**config.mk**
```make
export PLATFORM = sky130hd
export DESIGN_NAME = branch_metric_sequencer
export DESIGN_NICKNAME = d
export VERILOG_FILES = /design/src/rtl/viterbi_pkg.sv /design/src/rtl/hamming_bm.sv /design/src/rtl/branch_metric_sequencer.sv
export SDC_FILE = /design/constraint.sdc
export NUM_CORES = 1
export LEC_CHECK = 0
export ABC_AREA = 1
export CORE_MARGIN = 4
export CORE_UTILIZATION = 51
export CTS_CLUSTER_DIAMETER = 120
export DETAILED_ROUTE_END_ITERATION = 10
export PLACE_DENSITY = 0.81
export REMOVE_ABC_BUFFERS = 1
export SKIP_CTS_REPAIR_TIMING = 1
export SYNTH_ARGS = -nofsm -noshare
export SYNTH_HDL_FRONTEND = slang
export SYNTH_SLANG_ARGS = --single-unit
```
**constraint.sdc**
```tcl
create_clock -name clk -period 2.43 [get_ports clk]
set_clock_uncertainty 0.05 [all_clocks]
set_input_delay 0.486 -clock clk [delete_from_list [all_inputs] [get_ports clk]]
set_output_delay 0.486 -clock clk [all_outputs]
set_load 0.1 [all_outputs]
```
**src/rtl/viterbi_pkg.sv**
```systemverilog
// viterbi_pkg
// Shared constants and types for the Viterbi decoder front end:
//   NUM_PAIRS / SYM_W / BM_W : frame geometry and branch metric width
//   FRAME_W / IDX_W          : derived frame width and symbol index width
//   state_t                  : sequencer FSM states {IDLE, RUN}
//   EXP_00 .. EXP_11         : expected encoder outputs of the rate-1/2 code
package viterbi_pkg;

  localparam int NUM_PAIRS = 8;
  localparam int SYM_W     = 2;
  localparam int BM_W      = 2;
  localparam int FRAME_W   = NUM_PAIRS * SYM_W;
  localparam int IDX_W     = $clog2(NUM_PAIRS);

  typedef enum logic {
    IDLE = 1'b0,
    RUN  = 1'b1
  } state_t;

  localparam logic [SYM_W-1:0] EXP_00 = 2'b00;
  localparam logic [SYM_W-1:0] EXP_01 = 2'b01;
  localparam logic [SYM_W-1:0] EXP_10 = 2'b10;
  localparam logic [SYM_W-1:0] EXP_11 = 2'b11;

endpackage

```
**src/rtl/hamming_bm.sv**
```systemverilog
// hamming_bm
// Combinational Hamming distance between a received symbol pair and one
// expected encoder output.
//   i_rx   : received symbol pair
//   i_exp  : expected encoder output
//   o_dist : number of differing bits (0..SYM_W)
module hamming_bm
  import viterbi_pkg::*;
(
  input  logic [SYM_W-1:0] i_rx,
  input  logic [SYM_W-1:0] i_exp,
  output logic [BM_W-1:0]  o_dist
);

  logic [SYM_W-1:0] w_diff;

  assign w_diff = i_rx ^ i_exp;

  always_comb begin
    o_dist = '0;
    for (int k = 0; k < SYM_W; k++) begin
      o_dist = o_dist + BM_W'(w_diff[k]);
    end
  end

endmodule

```
**src/rtl/branch_metric_sequencer.sv**
```systemverilog
// branch_metric_sequencer
// Snapshots one frame of NUM_PAIRS received symbol pairs from input_buffer
// and streams them, most significant pair first, to the ACS stage with a
// valid/ready handshake. Each streamed symbol carries four Hamming branch
// metrics. A one-cycle refresh pulse follows every capture so input_buffer
// can present its next frame.
// Ports:
//   clk, rst                  : clock, synchronous active-high reset
//   frame_valid               : input_buffer holds a valid frame
//   bit_pair_0 .. bit_pair_7  : received pairs (bit_pair_7 streamed first)
//   acs_ready                 : ACS accepts the current symbol
//   refresh                   : one-cycle pulse after each capture
//   sym_out, bm_00 .. bm_11   : current symbol and its branch metrics
//   bm_valid                  : sym_out / bm_* valid
//   sym_idx, frame_last       : trellis step in frame, last-symbol flag
// Optional build macro FRAME_CNT_EN adds frame_count[15:0], a wrapping count
// of completed frames.
module branch_metric_sequencer
  import viterbi_pkg::*;
(
  input  logic             clk,
  input  logic             rst,
  input  logic             frame_valid,
  input  logic [SYM_W-1:0] bit_pair_0,
  input  logic [SYM_W-1:0] bit_pair_1,
  input  logic [SYM_W-1:0] bit_pair_2,
  input  logic [SYM_W-1:0] bit_pair_3,
  input  logic [SYM_W-1:0] bit_pair_4,
  input  logic [SYM_W-1:0] bit_pair_5,
  input  logic [SYM_W-1:0] bit_pair_6,
  input  logic [SYM_W-1:0] bit_pair_7,
  output logic             refresh,
  output logic [SYM_W-1:0] sym_out,
  output logic [BM_W-1:0]  bm_00,
  output logic [BM_W-1:0]  bm_01,
  output logic [BM_W-1:0]  bm_10,
  output logic [BM_W-1:0]  bm_11,
  output logic             bm_valid,
  input  logic             acs_ready,
  output logic [IDX_W-1:0] sym_idx,
  output logic             frame_last
`ifdef FRAME_CNT_EN
  ,
  output logic [15:0]      frame_count
`endif
);

  localparam logic [SYM_W-1:0] EXP_TAB [4] = '{EXP_00, EXP_01, EXP_10, EXP_11};

  state_t             r_state;
  logic [FRAME_W-1:0] r_shadow;
  logic [IDX_W-1:0]   r_sym_idx;
  logic               r_bm_valid;
  logic               r_refresh;
  logic               r_frame_last;

  logic [FRAME_W-1:0] w_frame;
  logic [IDX_W-1:0]   w_idx_next;
  logic               w_xfer;
  logic [BM_W-1:0]    w_bm [4];

  assign w_frame    = {bit_pair_7, bit_pair_6, bit_pair_5, bit_pair_4,
                       bit_pair_3, bit_pair_2, bit_pair_1, bit_pair_0};
  assign w_idx_next = r_sym_idx + IDX_W'(1);
  assign w_xfer     = r_bm_valid & acs_ready;

  // The shadow register shifts left on every transfer, so the symbol being
  // presented is always its top pair.
  assign sym_out    = r_shadow[FRAME_W-1 -: SYM_W];
  assign bm_valid   = r_bm_valid;
  assign refresh    = r_refresh;
  assign sym_idx    = r_sym_idx;
  assign frame_last = r_frame_last;

  genvar gi;
  generate
    for (gi = 0; gi < 4; gi++) begin : g_bm
      hamming_bm u_bm (
        .i_rx   (sym_out),
        .i_exp  (EXP_TAB[gi]),
        .o_dist (w_bm[gi])
      );
    end
  endgenerate

  // Metrics read as zero whenever no symbol is being offered.
  assign bm_00 = r_bm_valid ? w_bm[0] : '0;
  assign bm_01 = r_bm_valid ? w_bm[1] : '0;
  assign bm_10 = r_bm_valid ? w_bm[2] : '0;
  assign bm_11 = r_bm_valid ? w_bm[3] : '0;

`ifdef FRAME_CNT_EN
  logic [15:0] r_frame_count;
  assign frame_count = r_frame_count;
`endif

  always_ff @(posedge clk) begin
    if (rst) begin
      r_state      <= IDLE;
      r_shadow     <= '0;
      r_sym_idx    <= '0;
      r_bm_valid   <= 1'b0;
      r_refresh    <= 1'b0;
      r_frame_last <= 1'b0;
`ifdef FRAME_CNT_EN
      r_frame_count <= '0;
`endif
    end else begin
      case (r_state)
        IDLE: begin
          r_bm_valid   <= 1'b0;
          r_refresh    <= 1'b0;
          r_frame_last <= 1'b0;
          r_sym_idx    <= '0;
          if (frame_valid) begin
            r_shadow   <= w_frame;
            r_bm_valid <= 1'b1;
            r_refresh  <= 1'b1;
            r_state    <= RUN;
          end
        end
        RUN: begin
          r_refresh <= 1'b0;
          if (w_xfer) begin
            if (r_frame_last) begin
              r_state      <= IDLE;
              r_bm_valid   <= 1'b0;
              r_frame_last <= 1'b0;
              r_sym_idx    <= '0;
`ifdef FRAME_CNT_EN
              r_frame_count <= r_frame_count + 16'd1;
`endif
            end else begin
              r_shadow     <= {r_shadow[FRAME_W-SYM_W-1:0], {SYM_W{1'b0}}};
              r_sym_idx    <= w_idx_next;
              r_frame_last <= (w_idx_next == IDX_W'(NUM_PAIRS - 1));
            end
          end
        end
        default: r_state <= IDLE;
      endcase
    end
  end

endmodule

```
Yosys cells after proc, flatten, opt, wreduce, memory -nomap -nowiden. Cells that the tools add are included.

Muxes and demuxes: 22. Add/sub/neg operators: 5. Bitwise gates (word level): 5. Equal/unequal tests: 5. Reduce and logical (&&, ||, !) cells: 2.

Operators by type and width (count): two-way mux 16 bit (3); one-hot mux 16 bit (2 select lines) (1); adder 1 x 1 -> 2 bit (4); two-way mux 2 bit (4); one-hot mux 1 bit (2 select lines) (4); two-way mux 1 bit (7); two-way mux 3 bit (2); one-hot mux 3 bit (2 select lines) (1); inequality test 2 x 1 -> 1 bit, second input constant (2); inequality test 2 bit, second input constant (2); adder 3 x 1 -> 3 bit, second input constant (1); == test 3 bit, second input constant (1); NOT 1 bit (3); AND reduction 3 bit (1); NOT 2 bit (1); AND reduction 2 bit (1); AND 1 bit (1).

Input port bits: 20. Word-level logic and storage cells: 45. Output and inout port bits: 16. Register bits after elaboration: 23.

Logic depth before layout (Yosys ltp).
Word-level depth: 5. Gate-level depth with buffers: 8. Gate-level depth less buffers: 7.

Hierarchy. From an unflattened synthesis, not the netlist that was laid out.

Cell total of the unflattened synthesis: 239. Area total of the unflattened synthesis: 1492.7 sq um.

By module, submodules not included: branch_metric_sequencer (cells each 195, seq. area each 460.4 sq um, times used 1, area each 1292.5 sq um); hamming_bm (cells each 11, seq. area each 0.0 sq um, times used 4, area each 50.0 sq um).

Least setup slack after synthesis. No wires, ideal clock.

Kind: register to output. From: register r_bm_valid (netlist: bm_valid). To: output bm_10[0]. Path buffers: 1. Data required time: 1.894 ns. Setup slack: -1.080 ns. Stages on the path, launching flop included: 4. Data arrival time: 2.974 ns. Cell sequence: dfxtp_1 inv_1 nor2_1 buf_4.

Word-level cells in the longest chain between the ends: 1.

Ends and longest elaborated chain: start: declaration (line branch_metric_sequencer.sv:53) `logic r_bm_valid;`; start signal: assignment (line branch_metric_sequencer.sv:102) `r_bm_valid <= 1'b0;`; start signal: assignment (line branch_metric_sequencer.sv:111) `r_bm_valid <= 1'b0;`; start signal: assignment (line branch_metric_sequencer.sv:117) `r_bm_valid <= 1'b1;`; two-way mux 2 bit (line branch_metric_sequencer.sv:89) `assign bm_10 = r_bm_valid ? w_bm[2] : '0;`; end: declaration (line branch_metric_sequencer.sv:36) `output logic [BM_W-1:0] bm_10,`.

No other way between the ends.

Worst setup path in the final report.
From: register r_shadow[14]. To: output bm_01[0].

Word-level cells in the longest chain between the ends: 3.

Ends and longest elaborated chain: start: declaration (line branch_metric_sequencer.sv:51) `logic [FRAME_W-1:0] r_shadow;`; start signal: assignment (line branch_metric_sequencer.sv:116) `r_shadow <= w_frame;`; start signal: assignment (line branch_metric_sequencer.sv:134) `r_shadow <= {r_shadow[FRAME_W-SYM_W-1:0], {SYM_W{1'b0}}};`; NOT 1 bit (no line); adder 1 x 1 -> 2 bit (line hamming_bm.sv:22) `o_dist = o_dist + BM_W'(w_diff[k]);`; two-way mux 2 bit (line branch_metric_sequencer.sv:88) `assign bm_01 = r_bm_valid ? w_bm[1] : '0;`; end: declaration (line branch_metric_sequencer.sv:35) `output logic [BM_W-1:0] bm_01,`.

No other way between the ends.

==> reports/metrics.cfg <==
[status]
status = finished clean

[power_and_ir_drop]
p_leak_nw = 0.885
ir_drop_uv = 401
powerDensity_mw_per_mm2 = 652
finalPower_w = 0.00107

[critical_path]
r2r_cells = 7
path_max_fanout = 4
required_ns = 1.89
worstSetupPathType = reg -> out
cp.arrival_ns = 1.69
worst_setup_path_start_kind = register
end_kind = output pin

[sta]
drv_slew = 0
rsz0062_at_grt = no
tightest_slew_ns = 0.485
max_freq_mhz = 449
fin_tns_setup_ns = 0
min_period_ns = 2.23
slew_headroom = 0.675
finalCritPeriodShare = 0.916
finalHoldViolations = 0
fin_ws_ns = 0.203
report.final.setup_viol = 0

[cells_and_area]
utilization = 0.704
fin_area_mm2 = 0.00163
fillers = 205
syn2layout_area_growth_pct = 26.3
finalNetCount = 256
diodes = 0
layout-drive-gt1-share = 0.122

[placed_design]
port_buffers = 35
place.gp.congestion = 0.726
placedInstanceArea_mm2 = 0.00161
dp_slack_ns = 0.449
dp_hpwl_mm = 2.05

[clock_network]
cts_tree = yes
clk_latency_ns = 0.31
clk_pin_slew_ns = 0.12
cts_buffers = 3
clock-sinks = 23
htreeDepth = 1
cts.path.max_buffers = 2
cts_root_buf = clkbuf_4

[die]
coreArea_mm2 = 0.00232
dieArea_mm2 = 0.00340
die_h_um = 58.3
ios = 36
die_x_um = 58.3
rows = 17
start_util = 0.557

[logic_synthesis]
synth.distinct_cells = 20
syn_inst = 200
yosysSeqAreaShare = 0.356
synth_top_area_frac = 0.356
netlist_area_mm2 = 0.00129
syn_area_per_cell_um2 = 6.46
yosysWarnings = 0
netlist_top_cells_area = dfxtp_1 (36%), nand2_1 (19%), nor2_1 (11%)
yosysTopAreaCell = dfxtp_1
ys_ff_latch = 23

[routing]
wl_mm = 2.70
via_count = 1235
drtAntennaViolNets = 0
via_per_inst = 4.81
drtIter0Drc = 28
routedWlPerCell_um = 10.5
first_pass_iters = 4
drc = 0

[global_route]
grt.total_usage = 0.171
grt_overflow_total = 0
grt_pass1_vias = 1144
grt_pass1_wl_mm = 4.64
antenna_found_initial = 0
grt_max_degree = 22

[run]
drv_cap = 0

[worst_hold_path]
hp-class = reg -> reg
whs_path_depth = 2

## flip-flops by register name, summed over array words and instances, names as in the netlist
signal,flops
refresh,1
sym_idx,3
r_shadow,16
bm_valid,1
frame_last,1
r_state,1
## synthesized netlist by cell type
cell type and instances:
clkbuf_1 1, buf_4 4, nor2_4 1, nand2_1 67
ha_1 6, o21ai_0 3, clkinv_1 1, o21ai_1 2
nand3b_1 5, buf_2 2, nor2_1 37, nor2_2 1
inv_1 23, nand3_1 5, dfxtp_1 23, inv_2 2
buf_6 4, nand2_4 1, nand2_2 3, a21oi_1 9
## worst max-delay path: stages, from the launching register on
cell     delay [ns]
dfxtp_1        0.40
inv_1          0.10
ha_1           0.32
nor2_1         0.33
buf_12         0.23
## kinds of logic (layout without fill, tap and decap cells)
logic type / Yosys count / count (layout) / share of synthesized area
AOI/OAI and AO/OA: 14 / 14 / 0.0542
adders and majority gates: 6 / 6 / 0.0581
buffers and inverters: 37 / 66 / 0.144
DFF: 23 / 23 / 0.356
and+or+nand+nor: 120 / 120 / 0.387
## metrics by stage
step,cells,hold slack [ns]
floorplan,189,0.405
global placement,253,0.415
detailed placement,253,0.425
CTS,257,0.446
global route,257,0.474
finish,257,0.443
## per-layer routing
metal  GRT usage  part of all wire  wire [um]  vias to the layer above
met1       0.189              0.43       1160                      543
li1            -                 -          -                      650
met3      0.0439             0.066        178                        3
met5           0                 0          0                        -
met2       0.314              0.49       1340                       39
met4      0.0563            0.0085         23                        0
## final cells by class
cell class | instances | area [um2] | share of cell area
multi-input cells | 140 | 646 | 0.395
flip-flops and latches | 23 | 460 | 0.282
repair buffers | 36 | 368 | 0.225
inverters | 26 | 97.6 | 0.0598
well taps | 28 | 35.0 | 0.0215
clock buffers | 4 | 26.3 | 0.0161
## path summary, 6_finish.rpt
path / from / endpoint / slack, ns
max reg2reg: r_state$_SDFF_PP0_ / r_shadow[8]$_SDFFE_PP0P_ / 0.81
min reg2reg: r_shadow[4]$_SDFFE_PP0P_ / r_shadow[4]$_SDFFE_PP0P_ / 0.44
min: r_shadow[4]$_SDFFE_PP0P_ / r_shadow[4]$_SDFFE_PP0P_ / 0.44
max: r_shadow[14]$_SDFFE_PP0P_ / bm_01[0] / 0.20
## where the power goes
part / leakage [nW] / internal, W / switching, W / total [W]
clock: 0.0150 / 0.0000643 / 0.000116 / 0.000180
sequential: 0.189 / 0.000418 / 0.0000227 / 0.000441
combinational: 0.680 / 0.000143 / 0.000301 / 0.000444
total: 0.885 / 0.000626 / 0.000439 / 0.00107
## cells in the final DEF (no fill, tap or decap), drive strengths merged
cell type | Yosys | layout
dfxtp | 23 | 23
clkinv | 1 | 1
nand2 | 71 | 71
o21ai | 5 | 5
nand3 | 5 | 5
ha | 6 | 6
buf | 10 | 17
inv | 25 | 25
clkbuf | 1 | 4
a21oi | 9 | 9
nor2 | 39 | 39
nand3b | 5 | 5
clkdlybuf4s50 | 0 | 19
No activity file was read; power rests on OpenSTA's default activity.
